`src/rtl/imm_gen_pipe_pkg.sv`:
```
// Shared format codes and RV opcode constants for the immediate generator.
// decode_opcode resolves a format from the 7-bit opcode for auto-decode builds.
package imm_gen_pipe_pkg;

  localparam logic [2:0] FMT_I    = 3'b000;
  localparam logic [2:0] FMT_S    = 3'b001;
  localparam logic [2:0] FMT_B    = 3'b010;
  localparam logic [2:0] FMT_U    = 3'b011;
  localparam logic [2:0] FMT_J    = 3'b100;
  localparam logic [2:0] FMT_NONE = 3'b101;
  localparam logic [2:0] FMT_ILL  = 3'b111;

  localparam logic [6:0] OP_IMM    = 7'b0010011;
  localparam logic [6:0] OP_LOAD   = 7'b0000011;
  localparam logic [6:0] OP_JALR   = 7'b1100111;
  localparam logic [6:0] OP_SYSTEM = 7'b1110011;
  localparam logic [6:0] OP_FENCE  = 7'b0001111;
  localparam logic [6:0] OP_STORE  = 7'b0100011;
  localparam logic [6:0] OP_BRANCH = 7'b1100011;
  localparam logic [6:0] OP_LUI    = 7'b0110111;
  localparam logic [6:0] OP_AUIPC  = 7'b0010111;
  localparam logic [6:0] OP_JAL    = 7'b1101111;
  localparam logic [6:0] OP_OP     = 7'b0110011;
  localparam logic [6:0] OP_IMM32  = 7'b0011011;
  localparam logic [6:0] OP_OP32   = 7'b0111011;

  function automatic logic [2:0] decode_opcode(input logic [6:0] op, input logic rv64);
    logic [2:0] f;
    case (op)
      OP_IMM, OP_LOAD, OP_JALR, OP_SYSTEM, OP_FENCE: f = FMT_I;
      OP_STORE:          f = FMT_S;
      OP_BRANCH:         f = FMT_B;
      OP_LUI, OP_AUIPC:  f = FMT_U;
      OP_JAL:            f = FMT_J;
      OP_OP:             f = FMT_NONE;
      OP_IMM32:          f = rv64 ? FMT_I : FMT_ILL;
      OP_OP32:           f = rv64 ? FMT_NONE : FMT_ILL;
      default:           f = FMT_ILL;
    endcase
    return f;
  endfunction

endpackage

```
`src/rtl/imm_gen_pipe_if.sv`:
```
// Request/response bundle of the immediate generator.
// master = upstream/downstream environment, slave = the generator itself.
interface imm_gen_pipe_if #(
  parameter int XLEN  = 32,
  parameter int CNT_W = 16
);
  logic             in_valid;
  logic             in_ready;
  logic [31:0]      instr;
  logic [2:0]       imm_sel;
  logic             out_valid;
  logic             out_ready;
  logic [XLEN-1:0]  imm_out;
  logic [2:0]       fmt_out;
  logic [31:0]      instr_out;
  logic [CNT_W-1:0] illegal_cnt;

  modport master (
    output in_valid, instr, imm_sel, out_ready,
    input  in_ready, out_valid, imm_out, fmt_out, instr_out, illegal_cnt
  );

  modport slave (
    input  in_valid, instr, imm_sel, out_ready,
    output in_ready, out_valid, imm_out, fmt_out, instr_out, illegal_cnt
  );
endinterface

```
`src/rtl/imm_gen_pipe_extract.sv`:
```
// Combinational format resolution and immediate extraction.
// Builds a 32-bit sign-correct immediate, then widens it to XLEN from bit 31.
module imm_extract
  import imm_gen_pipe_pkg::*;
#(
  parameter int XLEN        = 32,
  parameter bit AUTO_DECODE = 1'b0
) (
  input  logic [31:0]     instr,
  input  logic [2:0]      imm_sel,
  output logic [XLEN-1:0] imm,
  output logic [2:0]      fmt
);

  logic        s;
  logic [31:0] imm32;

  assign s = instr[31];

  always_comb begin
    fmt   = FMT_ILL;
    imm32 = '0;
    if (AUTO_DECODE)
      fmt = decode_opcode(instr[6:0], XLEN == 64);
    else if (imm_sel[2:1] == 2'b11)
      fmt = FMT_ILL;
    else
      fmt = imm_sel;

    case (fmt)
      FMT_I:   imm32 = {{20{s}}, instr[31:20]};
      FMT_S:   imm32 = {{20{s}}, instr[31:25], instr[11:7]};
      FMT_B:   imm32 = {{19{s}}, instr[31], instr[7], instr[30:25], instr[11:8], 1'b0};
      FMT_U:   imm32 = {instr[31:12], 12'b0};
      FMT_J:   imm32 = {{11{s}}, instr[31], instr[19:12], instr[20], instr[30:21], 1'b0};
      default: imm32 = '0;
    endcase

    imm       = {XLEN{imm32[31]}};
    imm[31:0] = imm32;
  end

endmodule

```
`src/rtl/imm_gen_pipe.sv`:
```
// Registered immediate generator stage: output register plus one skid entry,
// so in_ready can come from a flop while still sustaining one transfer per cycle.
module imm_gen_pipe
  import imm_gen_pipe_pkg::*;
#(
  parameter int XLEN        = 32,
  parameter bit AUTO_DECODE = 1'b0,
  parameter int CNT_W       = 16
) (
  input  logic         clk,
  input  logic         rst,
  imm_gen_pipe_if.slave bus
);

  logic [XLEN-1:0]  ext_imm;
  logic [2:0]       ext_fmt;
  logic             accept, drain;

  logic             out_valid_q, out_valid_d;
  logic [XLEN-1:0]  out_imm_q, out_imm_d;
  logic [2:0]       out_fmt_q, out_fmt_d;
  logic [31:0]      out_instr_q, out_instr_d;
  logic             skid_valid_q, skid_valid_d;
  logic [XLEN-1:0]  skid_imm_q, skid_imm_d;
  logic [2:0]       skid_fmt_q, skid_fmt_d;
  logic [31:0]      skid_instr_q, skid_instr_d;
  logic             in_ready_q, in_ready_d;
  logic [CNT_W-1:0] illegal_cnt_q, illegal_cnt_d;

  imm_extract #(.XLEN(XLEN), .AUTO_DECODE(AUTO_DECODE)) u_extract (
    .instr   (bus.instr),
    .imm_sel (bus.imm_sel),
    .imm     (ext_imm),
    .fmt     (ext_fmt)
  );

  always_comb begin
    accept        = bus.in_valid & in_ready_q;
    drain         = out_valid_q & bus.out_ready;
    out_valid_d   = out_valid_q;
    out_imm_d     = out_imm_q;
    out_fmt_d     = out_fmt_q;
    out_instr_d   = out_instr_q;
    skid_valid_d  = skid_valid_q;
    skid_imm_d    = skid_imm_q;
    skid_fmt_d    = skid_fmt_q;
    skid_instr_d  = skid_instr_q;
    illegal_cnt_d = illegal_cnt_q;

    if (drain) begin
      out_valid_d  = skid_valid_q;
      skid_valid_d = 1'b0;
      if (skid_valid_q) begin
        out_imm_d   = skid_imm_q;
        out_fmt_d   = skid_fmt_q;
        out_instr_d = skid_instr_q;
      end
    end

    // in_ready is low whenever the skid is full, so an accept never meets a full skid
    if (accept) begin
      if (!out_valid_q || drain) begin
        out_valid_d = 1'b1;
        out_imm_d   = ext_imm;
        out_fmt_d   = ext_fmt;
        out_instr_d = bus.instr;
      end else begin
        skid_valid_d = 1'b1;
        skid_imm_d   = ext_imm;
        skid_fmt_d   = ext_fmt;
        skid_instr_d = bus.instr;
      end
      if (ext_fmt == FMT_ILL && illegal_cnt_q != {CNT_W{1'b1}})
        illegal_cnt_d = illegal_cnt_q + CNT_W'(1);
    end

    in_ready_d = ~skid_valid_d;
  end

  always_ff @(posedge clk) begin
    if (rst) begin
      out_valid_q   <= 1'b0;
      out_imm_q     <= '0;
      out_fmt_q     <= FMT_NONE;
      out_instr_q   <= '0;
      skid_valid_q  <= 1'b0;
      skid_imm_q    <= '0;
      skid_fmt_q    <= FMT_NONE;
      skid_instr_q  <= '0;
      in_ready_q    <= 1'b0;
      illegal_cnt_q <= '0;
    end else begin
      out_valid_q   <= out_valid_d;
      out_imm_q     <= out_imm_d;
      out_fmt_q     <= out_fmt_d;
      out_instr_q   <= out_instr_d;
      skid_valid_q  <= skid_valid_d;
      skid_imm_q    <= skid_imm_d;
      skid_fmt_q    <= skid_fmt_d;
      skid_instr_q  <= skid_instr_d;
      in_ready_q    <= in_ready_d;
      illegal_cnt_q <= illegal_cnt_d;
    end
  end

  assign bus.in_ready    = in_ready_q;
  assign bus.out_valid   = out_valid_q;
  assign bus.imm_out     = out_imm_q;
  assign bus.fmt_out     = out_fmt_q;
  assign bus.instr_out   = out_instr_q;
  assign bus.illegal_cnt = illegal_cnt_q;

endmodule

```
`src/flat_wrapper.sv`:
```
// flat-port wrapper written by rule: the top's interface ports become plain ports
module imm_gen_pipe_flat import imm_gen_pipe_pkg::*;
#(
  parameter int XLEN        = 32,
  parameter bit AUTO_DECODE = 1'b0,
  parameter int CNT_W       = 16
)
  (clk, rst, bus_in_valid, bus_instr, bus_imm_sel, bus_out_ready, bus_in_ready, bus_out_valid, bus_imm_out, bus_fmt_out, bus_instr_out, bus_illegal_cnt);
  imm_gen_pipe_if #(.XLEN(XLEN), .CNT_W(CNT_W)) bus_i ();
  input  logic clk;
  input  logic rst;
  input wire logic [$bits(bus_i.in_valid)-1:0] bus_in_valid;
  input wire logic [$bits(bus_i.instr)-1:0] bus_instr;
  input wire logic [$bits(bus_i.imm_sel)-1:0] bus_imm_sel;
  input wire logic [$bits(bus_i.out_ready)-1:0] bus_out_ready;
  output wire logic [$bits(bus_i.in_ready)-1:0] bus_in_ready;
  output wire logic [$bits(bus_i.out_valid)-1:0] bus_out_valid;
  output wire logic [$bits(bus_i.imm_out)-1:0] bus_imm_out;
  output wire logic [$bits(bus_i.fmt_out)-1:0] bus_fmt_out;
  output wire logic [$bits(bus_i.instr_out)-1:0] bus_instr_out;
  output wire logic [$bits(bus_i.illegal_cnt)-1:0] bus_illegal_cnt;
  assign bus_i.in_valid = bus_in_valid;
  assign bus_i.instr = bus_instr;
  assign bus_i.imm_sel = bus_imm_sel;
  assign bus_i.out_ready = bus_out_ready;
  assign bus_in_ready = bus_i.in_ready;
  assign bus_out_valid = bus_i.out_valid;
  assign bus_imm_out = bus_i.imm_out;
  assign bus_fmt_out = bus_i.fmt_out;
  assign bus_instr_out = bus_i.instr_out;
  assign bus_illegal_cnt = bus_i.illegal_cnt;
  imm_gen_pipe #(.XLEN(XLEN), .AUTO_DECODE(AUTO_DECODE), .CNT_W(CNT_W)) u_core (.clk(clk), .rst(rst), .bus(bus_i));
endmodule
```
`config.mk`:
```
export PLATFORM = sky130hd
export DESIGN_NAME = imm_gen_pipe_flat
export DESIGN_NICKNAME = d
export VERILOG_FILES = /design/src/rtl/imm_gen_pipe_pkg.sv /design/src/rtl/imm_gen_pipe_if.sv /design/src/rtl/imm_gen_pipe_extract.sv /design/src/rtl/imm_gen_pipe.sv /design/src/flat_wrapper.sv
export SDC_FILE = /design/constraint.sdc
export NUM_CORES = 1
export LEC_CHECK = 0
export ABC_AREA = 0
export CAP_MARGIN = 20
export CORE_ASPECT_RATIO = 0.5
export CORE_MARGIN = 3
export CORE_UTILIZATION = 52
export DETAILED_ROUTE_END_ITERATION = 7
export GPL_ROUTABILITY_DRIVEN = 0
export GPL_TIMING_DRIVEN = 0
export PLACE_DENSITY = 0.8
export SLEW_MARGIN = 20
export SYNTH_ARGS = -nofsm -noshare
export SYNTH_HDL_FRONTEND = slang
export SYNTH_SLANG_ARGS = --single-unit
```
`constraint.sdc`:
```
create_clock -name clk -period 2 [get_ports clk]
set_input_delay 0.3 -clock clk [delete_from_list [all_inputs] [get_ports clk]]
set_output_delay 0.3 -clock clk [all_outputs]
set_load 0.01 [all_outputs]
```
==> impl_metrics.py, run 1 <==
metrics = {
    "outcome": {
        "status": "finished clean",
    },
    "yosys": {
        "synthCells": 730,
        "yosysMostFrequentCell": "dfxtp_1",
        "synth_cell_types": 45,
        "synth-edff-count": 0,
        "avgSynthCellArea_um2": 8.86,
        "async_reset_ff_share_pct": 0,
        "synthTopCellsByArea": "dfxtp_1 47%, mux2i_1 9.1%, a211oi_1 8.0%, a21oi_1 7.5%, nand2_1 5.4%",
        "syn_nets": 770,
        "synth-seq-cells": 153,
        "yosysSeqAreaShare_pct": 47.3,
        "synth_largest_area_cell": "dfxtp_1",
        "yosysTopAreaCellShare_pct": 47.3,
        "ys_warn_count": 0,
        "synth_ff_type": "dfxtp_1",
        "netlist_area_um2": 6470,
        "ys_top_cells_by_count": "153 x dfxtp_1, 97 x a21oi_1, 93 x nand2_1",
    },
    "detailed_routing": {
        "drcViolationCount": 0,
        "wl_mm": 18.8,
        "drt_iter0_markers": 558,
        "ant_nets": 0,
        "wl_per_cell_um": 18.0,
        "first_pass_iters": 6,
        "vias": 5982,
        "via_per_inst": 5.70,
    },
    "global_routing": {
        "grt_pass1_wl_mm": 30.2,
        "antenna_found_initial": 0,
        "grt_usage_pct": 27.3,
        "grt_overflow": 0,
        "grt_pass1_vias": 5856,
        "grt_max_degree": 17,
    },
    "sta": {
        "holdWs_ps": 455,
        "min_period_over_period_pct": 94.8,
        "relSlewSlack_pct": 54.3,
        "slew_viol_final": 0,
        "worst_slew_pin_slew_ps": 685,
        "grt_setup_unrepaired": "no",
        "fmax_mhz": 528,
        "finalHoldViolCount": 0,
        "min_period_ps": 1900,
        "finalSetupViolations": 0,
        "worst_clock_skew_ps": 9.01,
    },
    "place": {
        "portBuffers": 122,
        "hpwlAfterDp_mm": 13.1,
        "placed_cell_area_um2": 7900,
        "dp.cells": 1017,
    },
    "floorplanning": {
        "io-pin-count": 124,
        "die_y_um": 84.9,
        "rows": 28,
        "core-area_um2": 12000,
        "initial_core_util_pct": 54.0,
        "dieWidth_um": 164,
        "die-area_um2": 13900,
    },
    "worst_setup_path": {
        "crit_chain": "clkdlybuf4s50_1 -> nand2b_1 -> or2_2 -> clkbuf_1 -> clkbuf_1 -> nand2_1 -> a21oi_1",
        "timing.rr.end": "u_core.bus.instr_out[23]",
        "cp_max_fo": 10,
        "slowest_delay_ps": 540,
        "crit_buf_inv": 3,
        "cp-end-kind": "flop",
        "critPathTopFamily": "buffers and inverters",
        "critical_path.most_common_cell": "clkbuf_1",
        "crit_slowest_cell": "clkdlybuf4s50_1",
        "startpoint_type": "primary input",
        "path_class": "primary input to flop",
        "arrival_ps": 2230,
        "worstRegToRegCells": 6,
        "timing.rr.start": "u_core.bus.out_valid",
        "worstPathRequired_ps": 2340,
        "rrSetupSlack_ps": 140,
    },
    "hold_path": {
        "min_to": "u_core.skid_instr_q[12]",
        "hold_class": "flop to flop",
        "min_path_cells": 2,
        "hold_start": "u_core.skid_instr_q[12]",
    },
    "clock_network": {
        "clock_latency_ps": 420,
        "cts_max_level": 4,
        "numCtsBuffers": 17,
        "cts-root-buf": "clkbuf_16",
        "clock_sinks": 153,
        "postCtsSetupRepairBufs": 0,
        "clockBufferDepth": 2,
        "cts_tree": "yes",
        "clk_pin_slew_worst_paths_ps": 60,
    },
    "power": {
        "ir_drop_mv": 0.721,
        "p_total_w": 0.00745,
        "powerDensity_nw_per_um2": 873,
        "leakagePower_nw": 3.37,
    },
    "layout": {
        "finalInstanceArea_um2": 8530,
        "drive_above_1_share_pct": 8.82,
        "nets": 911,
        "finalNonFillerCells": 1049,
        "diodes": 0,
        "synthToLayoutAreaGrowth_pct": 31.8,
    },
    "job": {
        "max_cap_viol_count": 0,
    },
}
[worst max-delay path by stage]
| stage | from | to | slack, ps | cells past startpoint |
|---|---|---|---|---|
| finish | bus_out_ready | u_core.skid_instr_q[20] | 100 | 7 |
| global route | u_core.bus.out_valid | u_core.bus.instr_out[15] | 0.7 | 6 |
| CTS | bus_out_ready | u_core.skid_instr_q[31] | 120 | 7 |
| detailed placement | rst | u_core.skid_instr_q[20] | -500 | 5 |
| global placement | rst | u_core.skid_instr_q[21] | -430 | 5 |
| floorplan | u_core.bus.illegal_cnt[0] | u_core.bus.illegal_cnt[0] | 310 | 5 |
[cell usage in the layout (no fill, tap or decap), drive strengths merged, types with 2 or more instances in the layout]
cell / count
a211oi: 69
a21o: 22
a21oi: 97
a22oi: 4
a31oi: 2
and2: 2
and3: 2
and3b: 2
and4: 2
buf: 23
bufinv: 3
clkbuf: 56
clkdlybuf4s50: 122
clkinv: 2
clkinvlp: 4
dfxtp: 153
inv: 6
mux2: 14
mux2i: 59
nand2: 93
nand2b: 4
nand3: 13
nand3b: 2
nand4: 8
nor2: 80
nor2b: 5
nor3: 3
nor4: 3
o21ai: 6
o31ai: 7
or3: 7
or4: 4
[layer usage]
layer,wire length [µm],GRT usage (%),share of wire (%)
met5,0,0,0
met4,242,8.21,1.3
met3,1230,5.51,6.5
met2,8870,44.0,47
met1,8500,37.5,45
[logic make-up after synthesis]
group | count (synthesis) | synth area share (%)
AND/OR/NAND/NOR | 231 | 16.3
XOR/XNOR | 1 | 0.135
AO/OA/AOI/OAI | 209 | 20.2
adder cells (fa/ha/maj) | 1 | 0.193
multiplexers | 73 | 11.6
buffers and inverters | 62 | 4.14
flip-flops | 153 | 47.3
[sequential cells by signal (all words and copies together) (netlist names)]
register and cells:
u_core.skid_valid_q 1, u_core.bus.in_ready 1, u_core.bus.instr_out 32, u_core.bus.out_valid 1
u_core.bus.illegal_cnt 16, u_core.skid_imm_q 32, u_core.skid_fmt_q 3, u_core.bus.fmt_out 3
u_core.skid_instr_q 32, u_core.bus.imm_out 32
[power by group]
group          switching, W  leakage (nW)  internal [W]  total, W
Combinational      0.000428          1.83      0.000382  0.000810
Clock               0.00138         0.294       0.00203   0.00341
Sequential        0.0000679          1.25       0.00316   0.00323
Total               0.00187          3.37       0.00557   0.00745
[cell type report]
type | count | area (µm²)
flip-flops and latches | 153 | 3060
multi-input cells | 515 | 3140
well taps | 165 | 206
plain buffers | 61 | 269
repair buffers | 122 | 1220
fillers | 920 | 3450
clock buffers | 18 | 439
inverters | 1 | 3.75
clock inverters | 14 | 186
[through the flow]
step	TNS [ps]	worst slack (ps)	util, %
final	0	105	71.2
after global routing	0	0.673	71.2
after CTS	0	120	71.2
after detailed placement	-32860	-498	65.9
after global placement	-29080	-430	65.9
after floorplan	0	307	-
[worst min-delay path, delay by kind of cell, from the launching register on]
kind | cells | cell delay (ps)
flip-flops | 1 | 310
AO/OA/AOI/OAI | 1 | 50
AND/OR/NAND/NOR | 1 | 50
[repair_timing]
action                     4_1_cts  5_1_grt
gates resized for setup          2        6
hold buffers                     0        0
setup endpoints to repair       26       10
No activity file was read; power rests on OpenSTA's default activity.
==> run 2, diff against run 1 <==
--- a/config.mk
+++ b/config.mk
@@ -10,6 +10,7 @@
 export CORE_ASPECT_RATIO = 0.5
 export CORE_MARGIN = 3
 export CORE_UTILIZATION = 52
+export CTS_CLUSTER_SIZE = 30
 export DETAILED_ROUTE_END_ITERATION = 7
 export GPL_ROUTABILITY_DRIVEN = 0
 export GPL_TIMING_DRIVEN = 0
==> constraint.sdc (replaced) <==
create_clock -name clk -period 2 [get_ports clk]
set_input_delay 0.3 -clock clk [delete_from_list [all_inputs] [get_ports clk]]
set_output_delay 0.3 -clock clk [all_outputs]
set_load 0.02 [all_outputs]
==> results of run 2 <==
The final DEF is identical to that of run 1. Status: finished clean.
Main changes from that run: total power 0.00745 W -> 0.00752 W
